[config.mk]
export PLATFORM = sky130hd
export DESIGN_NAME = l1_bus_arbiter_flat
export DESIGN_NICKNAME = d
export VERILOG_FILES = /design/src/rtl/l1_bus_arb_pkg.sv /design/src/rtl/generic_bus_if.sv /design/src/rtl/rr_pick.sv /design/src/rtl/l1_bus_arbiter.sv /design/src/flat_wrapper.sv
export SDC_FILE = /design/constraint.sdc
export NUM_CORES = 1
export LEC_CHECK = 0
export ABC_AREA = 1
export ABC_CLOCK_PERIOD_IN_PS = 1400
export CAP_MARGIN = 20
export CORE_AREA = 2 2 120 122
export CTS_CLUSTER_SIZE = 40
export DETAILED_ROUTE_END_ITERATION = 10
export DIE_AREA = 0 0 122 124
export PLACE_DENSITY = 0.67
export SYNTH_ARGS = -nofsm -noshare
export SYNTH_HDL_FRONTEND = slang
export SYNTH_SLANG_ARGS = --single-unit
[constraint.sdc]
create_clock -name CLK -period 1.4 [get_ports CLK]
set_input_delay 0.21 -clock CLK [delete_from_list [all_inputs] [get_ports CLK]]
set_output_delay 0.21 -clock CLK [all_outputs]
set_load 0.01 [all_outputs]
[src/rtl/l1_bus_arb_pkg.sv]
// Shared types for the L1 two-requester bus arbiter.
package l1_bus_arb_pkg;

  localparam int unsigned NUM_REQ = 2;

  typedef enum logic [1:0] {
    IDLE,
    SERVE0,
    SERVE1
  } arb_state_t;

  typedef logic req_id_t;

  // Serving state for a given requester id.
  function automatic arb_state_t serve_state(input req_id_t id);
    return id ? SERVE1 : SERVE0;
  endfunction

endpackage

[src/rtl/generic_bus_if.sv]
// Simple request/busy memory bus shared by the L1 caches and the memory side.
interface generic_bus_if;
  logic        ren;
  logic        wen;
  logic        busy;
  logic [31:0] addr;
  logic [31:0] wdata;
  logic [31:0] rdata;
  logic [3:0]  byte_en;

  // Slave view: receives requests, returns data and busy.
  modport generic_bus (
    input  ren, wen, addr, wdata, byte_en,
    output rdata, busy
  );

  // Master view: issues requests, consumes data and busy.
  modport cpu (
    input  rdata, busy,
    output ren, wen, addr, wdata, byte_en
  );
endinterface

[src/rtl/rr_pick.sv]
// Combinational round-robin pick between two requesters.
// When both are valid the one that did not win last time is chosen.
module rr_pick
  import l1_bus_arb_pkg::*;
(
  input  logic [NUM_REQ-1:0] valid,
  input  req_id_t            last,
  output logic               gnt_valid,
  output req_id_t            gnt_id
);

  // Winner selection: lone requester wins, contention alternates.
  always_comb begin
    gnt_valid = |valid;
    if (&valid) begin
      gnt_id = ~last;
    end else begin
      gnt_id = valid[1];
    end
  end

endmodule

[src/rtl/l1_bus_arbiter.sv]
// Round-robin arbiter sharing one generic_bus_if memory port between the
// I-cache (req0) and D-cache (req1). A grant is held for a whole transfer
// and every transfer costs one arbitration cycle in IDLE.
// Optional performance counters are built when L1_BUS_ARB_PERF_EN is defined.
module l1_bus_arbiter
  import l1_bus_arb_pkg::*;
#(
  parameter int unsigned FIRST_PRIO = 0,
  parameter int unsigned CNT_WIDTH  = 32
) (
  input  logic                 CLK,
  input  logic                 nRST,
  generic_bus_if.generic_bus   req0,
  generic_bus_if.generic_bus   req1,
  generic_bus_if.cpu           out
`ifdef L1_BUS_ARB_PERF_EN
  ,
  output logic [CNT_WIDTH-1:0] grant_cnt0,
  output logic [CNT_WIDTH-1:0] grant_cnt1,
  output logic [CNT_WIDTH-1:0] stall_cnt
`endif
);

  // Reject nonsensical configurations at elaboration.
  if (FIRST_PRIO > 1 || CNT_WIDTH == 0) begin : g_bad_param
    $error("l1_bus_arbiter: FIRST_PRIO must be 0/1 and CNT_WIDTH nonzero");
  end

  arb_state_t           state_q, state_d;
  req_id_t              last_q, last_d;
  logic [NUM_REQ-1:0]   valid;
  logic                 gnt_valid;
  req_id_t              gnt_id;

  // A requester is active whenever it asks to read or write.
  always_comb begin
    valid = {req1.ren | req1.wen, req0.ren | req0.wen};
  end

  rr_pick u_rr_pick (
    .valid     (valid),
    .last      (last_q),
    .gnt_valid (gnt_valid),
    .gnt_id    (gnt_id)
  );

  // Next state: arbitrate in IDLE, release on completion or abort.
  always_comb begin
    state_d = state_q;
    last_d  = last_q;
    unique case (state_q)
      IDLE: begin
        if (gnt_valid) begin
          state_d = serve_state(gnt_id);
        end
      end
      SERVE0: begin
        if (!valid[0]) begin
          // Abort leaves the round-robin pointer untouched.
          state_d = IDLE;
        end else if (!out.busy) begin
          state_d = IDLE;
          last_d  = 1'b0;
        end
      end
      SERVE1: begin
        if (!valid[1]) begin
          state_d = IDLE;
        end else if (!out.busy) begin
          state_d = IDLE;
          last_d  = 1'b1;
        end
      end
      default: state_d = IDLE;
    endcase
  end

  // FSM state and round-robin pointer.
  always_ff @(posedge CLK or negedge nRST) begin
    if (!nRST) begin
      state_q <= IDLE;
      last_q  <= req_id_t'(~FIRST_PRIO[0]);
    end else begin
      state_q <= state_d;
      last_q  <= last_d;
    end
  end

  // Request mux toward memory and response demux toward the caches.
  // out.ren/wen depend only on state and requester inputs, never on out.busy.
  always_comb begin
    out.ren     = 1'b0;
    out.wen     = 1'b0;
    out.addr    = '0;
    out.wdata   = '0;
    out.byte_en = '0;
    req0.busy   = 1'b1;
    req0.rdata  = '0;
    req1.busy   = 1'b1;
    req1.rdata  = '0;
    unique case (state_q)
      SERVE0: begin
        out.ren     = req0.ren;
        out.wen     = req0.wen;
        out.addr    = req0.addr;
        out.wdata   = req0.wdata;
        out.byte_en = req0.byte_en;
        req0.busy   = out.busy;
        req0.rdata  = out.rdata;
      end
      SERVE1: begin
        out.ren     = req1.ren;
        out.wen     = req1.wen;
        out.addr    = req1.addr;
        out.wdata   = req1.wdata;
        out.byte_en = req1.byte_en;
        req1.busy   = out.busy;
        req1.rdata  = out.rdata;
      end
      default: ;
    endcase
  end

`ifdef L1_BUS_ARB_PERF_EN
  logic                 done0, done1, both;
  logic [CNT_WIDTH-1:0] grant_cnt0_q, grant_cnt0_d;
  logic [CNT_WIDTH-1:0] grant_cnt1_q, grant_cnt1_d;
  logic [CNT_WIDTH-1:0] stall_cnt_q, stall_cnt_d;

  // Counter events and wrapping increments.
  always_comb begin
    done0        = (state_q == SERVE0) && valid[0] && !out.busy;
    done1        = (state_q == SERVE1) && valid[1] && !out.busy;
    both         = &valid;
    grant_cnt0_d = grant_cnt0_q + (done0 ? CNT_WIDTH'(1) : CNT_WIDTH'(0));
    grant_cnt1_d = grant_cnt1_q + (done1 ? CNT_WIDTH'(1) : CNT_WIDTH'(0));
    stall_cnt_d  = stall_cnt_q + (both ? CNT_WIDTH'(1) : CNT_WIDTH'(0));
  end

  // Performance counter registers.
  always_ff @(posedge CLK or negedge nRST) begin
    if (!nRST) begin
      grant_cnt0_q <= '0;
      grant_cnt1_q <= '0;
      stall_cnt_q  <= '0;
    end else begin
      grant_cnt0_q <= grant_cnt0_d;
      grant_cnt1_q <= grant_cnt1_d;
      stall_cnt_q  <= stall_cnt_d;
    end
  end

  assign grant_cnt0 = grant_cnt0_q;
  assign grant_cnt1 = grant_cnt1_q;
  assign stall_cnt  = stall_cnt_q;
`endif

`ifndef SYNTHESIS
  // Requester dropped its request while granted and before busy fell.
  abort_a: assert property (@(posedge CLK) disable iff (!nRST)
    !((state_q == SERVE0 && !valid[0]) || (state_q == SERVE1 && !valid[1])))
    else $warning("l1_bus_arbiter: requester abandoned a granted transfer");

  // Simultaneous read and write is forwarded but is a protocol error.
  rw_a: assert property (@(posedge CLK) disable iff (!nRST)
    !(out.ren && out.wen))
    else $warning("l1_bus_arbiter: ren and wen asserted together");
`endif

endmodule

[src/flat_wrapper.sv]
// flat-port wrapper written by rule: the top's interface ports become plain ports
module l1_bus_arbiter_flat import l1_bus_arb_pkg::*;
#(
  parameter int unsigned FIRST_PRIO = 0,
  parameter int unsigned CNT_WIDTH  = 32
)
  (CLK, nRST, req0_ren, req0_wen, req0_addr, req0_wdata, req0_byte_en, req0_rdata, req0_busy, req1_ren, req1_wen, req1_addr, req1_wdata, req1_byte_en, req1_rdata, req1_busy, out_rdata, out_busy, out_ren, out_wen, out_addr, out_wdata, out_byte_en);
  generic_bus_if req0_i ();
  generic_bus_if req1_i ();
  generic_bus_if out_i ();
  input  logic CLK;
  input  logic nRST;
  input wire logic [$bits(req0_i.ren)-1:0] req0_ren;
  input wire logic [$bits(req0_i.wen)-1:0] req0_wen;
  input wire logic [$bits(req0_i.addr)-1:0] req0_addr;
  input wire logic [$bits(req0_i.wdata)-1:0] req0_wdata;
  input wire logic [$bits(req0_i.byte_en)-1:0] req0_byte_en;
  output wire logic [$bits(req0_i.rdata)-1:0] req0_rdata;
  output wire logic [$bits(req0_i.busy)-1:0] req0_busy;
  input wire logic [$bits(req1_i.ren)-1:0] req1_ren;
  input wire logic [$bits(req1_i.wen)-1:0] req1_wen;
  input wire logic [$bits(req1_i.addr)-1:0] req1_addr;
  input wire logic [$bits(req1_i.wdata)-1:0] req1_wdata;
  input wire logic [$bits(req1_i.byte_en)-1:0] req1_byte_en;
  output wire logic [$bits(req1_i.rdata)-1:0] req1_rdata;
  output wire logic [$bits(req1_i.busy)-1:0] req1_busy;
  input wire logic [$bits(out_i.rdata)-1:0] out_rdata;
  input wire logic [$bits(out_i.busy)-1:0] out_busy;
  output wire logic [$bits(out_i.ren)-1:0] out_ren;
  output wire logic [$bits(out_i.wen)-1:0] out_wen;
  output wire logic [$bits(out_i.addr)-1:0] out_addr;
  output wire logic [$bits(out_i.wdata)-1:0] out_wdata;
  output wire logic [$bits(out_i.byte_en)-1:0] out_byte_en;
  assign req0_i.ren = req0_ren;
  assign req0_i.wen = req0_wen;
  assign req0_i.addr = req0_addr;
  assign req0_i.wdata = req0_wdata;
  assign req0_i.byte_en = req0_byte_en;
  assign req0_rdata = req0_i.rdata;
  assign req0_busy = req0_i.busy;
  assign req1_i.ren = req1_ren;
  assign req1_i.wen = req1_wen;
  assign req1_i.addr = req1_addr;
  assign req1_i.wdata = req1_wdata;
  assign req1_i.byte_en = req1_byte_en;
  assign req1_rdata = req1_i.rdata;
  assign req1_busy = req1_i.busy;
  assign out_i.rdata = out_rdata;
  assign out_i.busy = out_busy;
  assign out_ren = out_i.ren;
  assign out_wen = out_i.wen;
  assign out_addr = out_i.addr;
  assign out_wdata = out_i.wdata;
  assign out_byte_en = out_i.byte_en;
  l1_bus_arbiter #(.FIRST_PRIO(FIRST_PRIO), .CNT_WIDTH(CNT_WIDTH)) u_core (.CLK(CLK), .nRST(nRST), .req0(req0_i), .req1(req1_i), .out(out_i));
endmodule
==> results of run 1 <==
[stage by stage]
stage / area [um^2] / util, %
global route: 6640 / 48.4
finish: 6640 / 48.4
CTS: 5680 / 41.4
floorplan: 2320 / -
global placement: 5670 / 41.3
detailed placement: 5670 / 41.3
[worst paths after layout]
kind / cells past startpoint / startpoint / end
setup reg to reg: 11 / u_core.state_q[0] / u_core.last_q
min in group CLK: 2 / u_core.last_q / u_core.last_q
hold / removal: 1 / nRST / u_core.state_q[0]
max in group asynchronous: 1 / nRST / u_core.last_q
setup / recovery: 8 / u_core.state_q[0] / req0_rdata[23]
hold reg to reg: 2 / u_core.last_q / u_core.last_q
[registers in the layout, indices dropped and copies added (netlist names)]
| signal | cells |
|---|---|
| u_core.last_q | 1 |
| u_core.state_q | 2 |
[final cells by class]
class                      count  area share (%)
timing repair buffer         374            55.5
inverter                      73            4.28
multi-input combinational    316            34.5
tap                          180            3.39
clock buffer                   4            1.19
sequential                     3            1.17
[logic make-up after synthesis]
group                    count (synthesis)  synth area share, %
AND/OR/NAND/NOR                        233                 45.4
buffers and inverters                  104                 23.6
AO/OA/AOI/OAI                           77                 23.9
adder cells (fa/ha/maj)                  6                 3.57
flip-flops                               3                 3.63
[metal layers]
metal | track usage, % | vias up
met5 | 0 | -
met4 | 3.45 | 2
met3 | 4.49 | 18
met2 | 26.7 | 193
met1 | 15.0 | 1766
li1 | - | 1958
[timing repair]
item,4_1_cts,5_1_grt
endpoints found under the hold margin,0,0
cloned,3,17
resized for setup,249,528
setup buffers,6,16
hold buffers,0,0
setup endpoints to repair,138,139
pin swaps,2,38
[cells in the mapped netlist (all sizes together)]
cell,number
a21oi,71
buf,27
clkbuf,4
dfrtp,2
dfstp,1
ha,6
inv,73
nand2,226
nand3,2
nor2,4
o21ai,6
or2,1
[report_power, final]
group	total (mW)	internal (mW)	leakage, nW	switching, mW
Combinational	11.1	5.33	3.38	5.72
Sequential	0.170	0.136	0.0346	0.0343
Clock	0.456	0.376	0.0382	0.0803
Total	11.7	5.85	3.45	5.84
[critical path, cell delays in order (launching register included)]
cell	delay, ps
dfrtp_2	420
buf_6	130
ha_4	190
buf_6	130
buf_12	140
clkbuf_16	160
nand2_2	50
inv_1	30
buf_2	130
==> impl_metrics.ini, run 1 <==
[layout]
antenna_cells = 0
areaGrowthSynthToFinish_pct = 216
final_nets = 952
nFillCells = 1367
final_common_cell = clkdlybuf4s50_1
final_cell_mix = 174 x clkdlybuf4s50_1, 106 x nand2_1, 71 x a21oi_2, 70 x buf_2, 63 x nand2_4
multi_input_area_mm2 = 0.00229
seq_area_um2 = 77.6
final_cells = 950
drive_gt1_share_pct = 58.6

[routing]
drtIter0Drc = 97
ant_nets = 0
wl_met2_mm = 7.15
route.detailed.wl_per_inst_um = 14.9
via_per_inst = 4.14
drt-met1-wl_mm = 5.43
firstDrtPassIters = 4
via_count = 3937
routed_wirelength_mm = 14.1
drcViolationCount = 0
dr_wl_met3_mm = 1.34
dr.max_layer_used = met5

[sta]
fin_crit_ps = 1810
timing.final.crit_share_pct = 129
finalClockSkew_ps = 1.71
hold_viol = 0
max_freq_mhz = 554
setup_ws_ps = -406
slew-limit-headroom_pct = 82.3
grt_setup_unrepaired = yes
hold_ws_ps = 174
tightest_slew_ps = 265
finalSetupViolations = 139
tns_ps = -45680
drv_slew = 0

[global_routing]
grt_pass1_vias = 3618
grt_max_degree = 38
antenna_found_initial = 1
track_usage_pct = 14.1
globalRoute.totalOverflow = 0
grt_pass1_wl_mm = 17.2

[place]
dp_hpwl_mm = 9.07
port_buffers = 310
gp_congestion = 0.808
dp.cells = 907
place_ws_ps = -549

[floorplanning]
die-height_um = 124
io-pin-count = 311
start_util_pct = 15.3
die_x_um = 122
std_cell_rows = 43
core_mm2 = 0.0137
dieArea_mm2 = 0.0151

[synth]
synth_cells = 423
syn-cell-area_mm2 = 0.00210
syn_avg_cell_area_um2 = 4.97
ys_ff_latch = 3
yosysWarnings = 0
yosysSeqAreaShare_pct = 3.63
synth.distinct_cells = 19
synth.largest_area_cell = nand2_1
netlist.area_leader.share_pct = 35.0
ys_top_cells_by_area = nand2_1 35%, a21oi_2 13%, inv_1 13%
synth.net_count = 604

[setup_path]
r2r_setup_slack_ps = -240
end_kind = output port
required_ps = 1190
critical_path.startpoint_type = register
path_class = register to output port
worstPathArrival_ps = 1600
path_max_fanout = 7

[power_and_ir_drop]
p_total_mw = 11.7
irDropWorstVdd_v = 0.00133
p_per_area_mw_per_mm2 = 1760
cellLeakagePower_nw = 3.45

[cts]
clock_path_buffers = 2
htree_levels = 1
root_buffer = clkbuf_16
clkTransAtPathRegs_ps = 30
clock-sinks = 3
cts_tree = done
cts_buffers = 3
clk_latency_ps = 220

[min_path]
hold_class = input pin to asynchronous set/reset pin

[status]
violations = setup timing
status = finished, violations left

[run]
cap_viol_max_count = 0
Note: power is estimated with default switching activity, not from simulation.
==> inputs of run 2 (changes only) <==
Settings changed: CTS_CLUSTER_DIAMETER set to 60.
==> results of run 2 <==
Same layout as run 1: the final DEF is identical, and so are final timing and power.
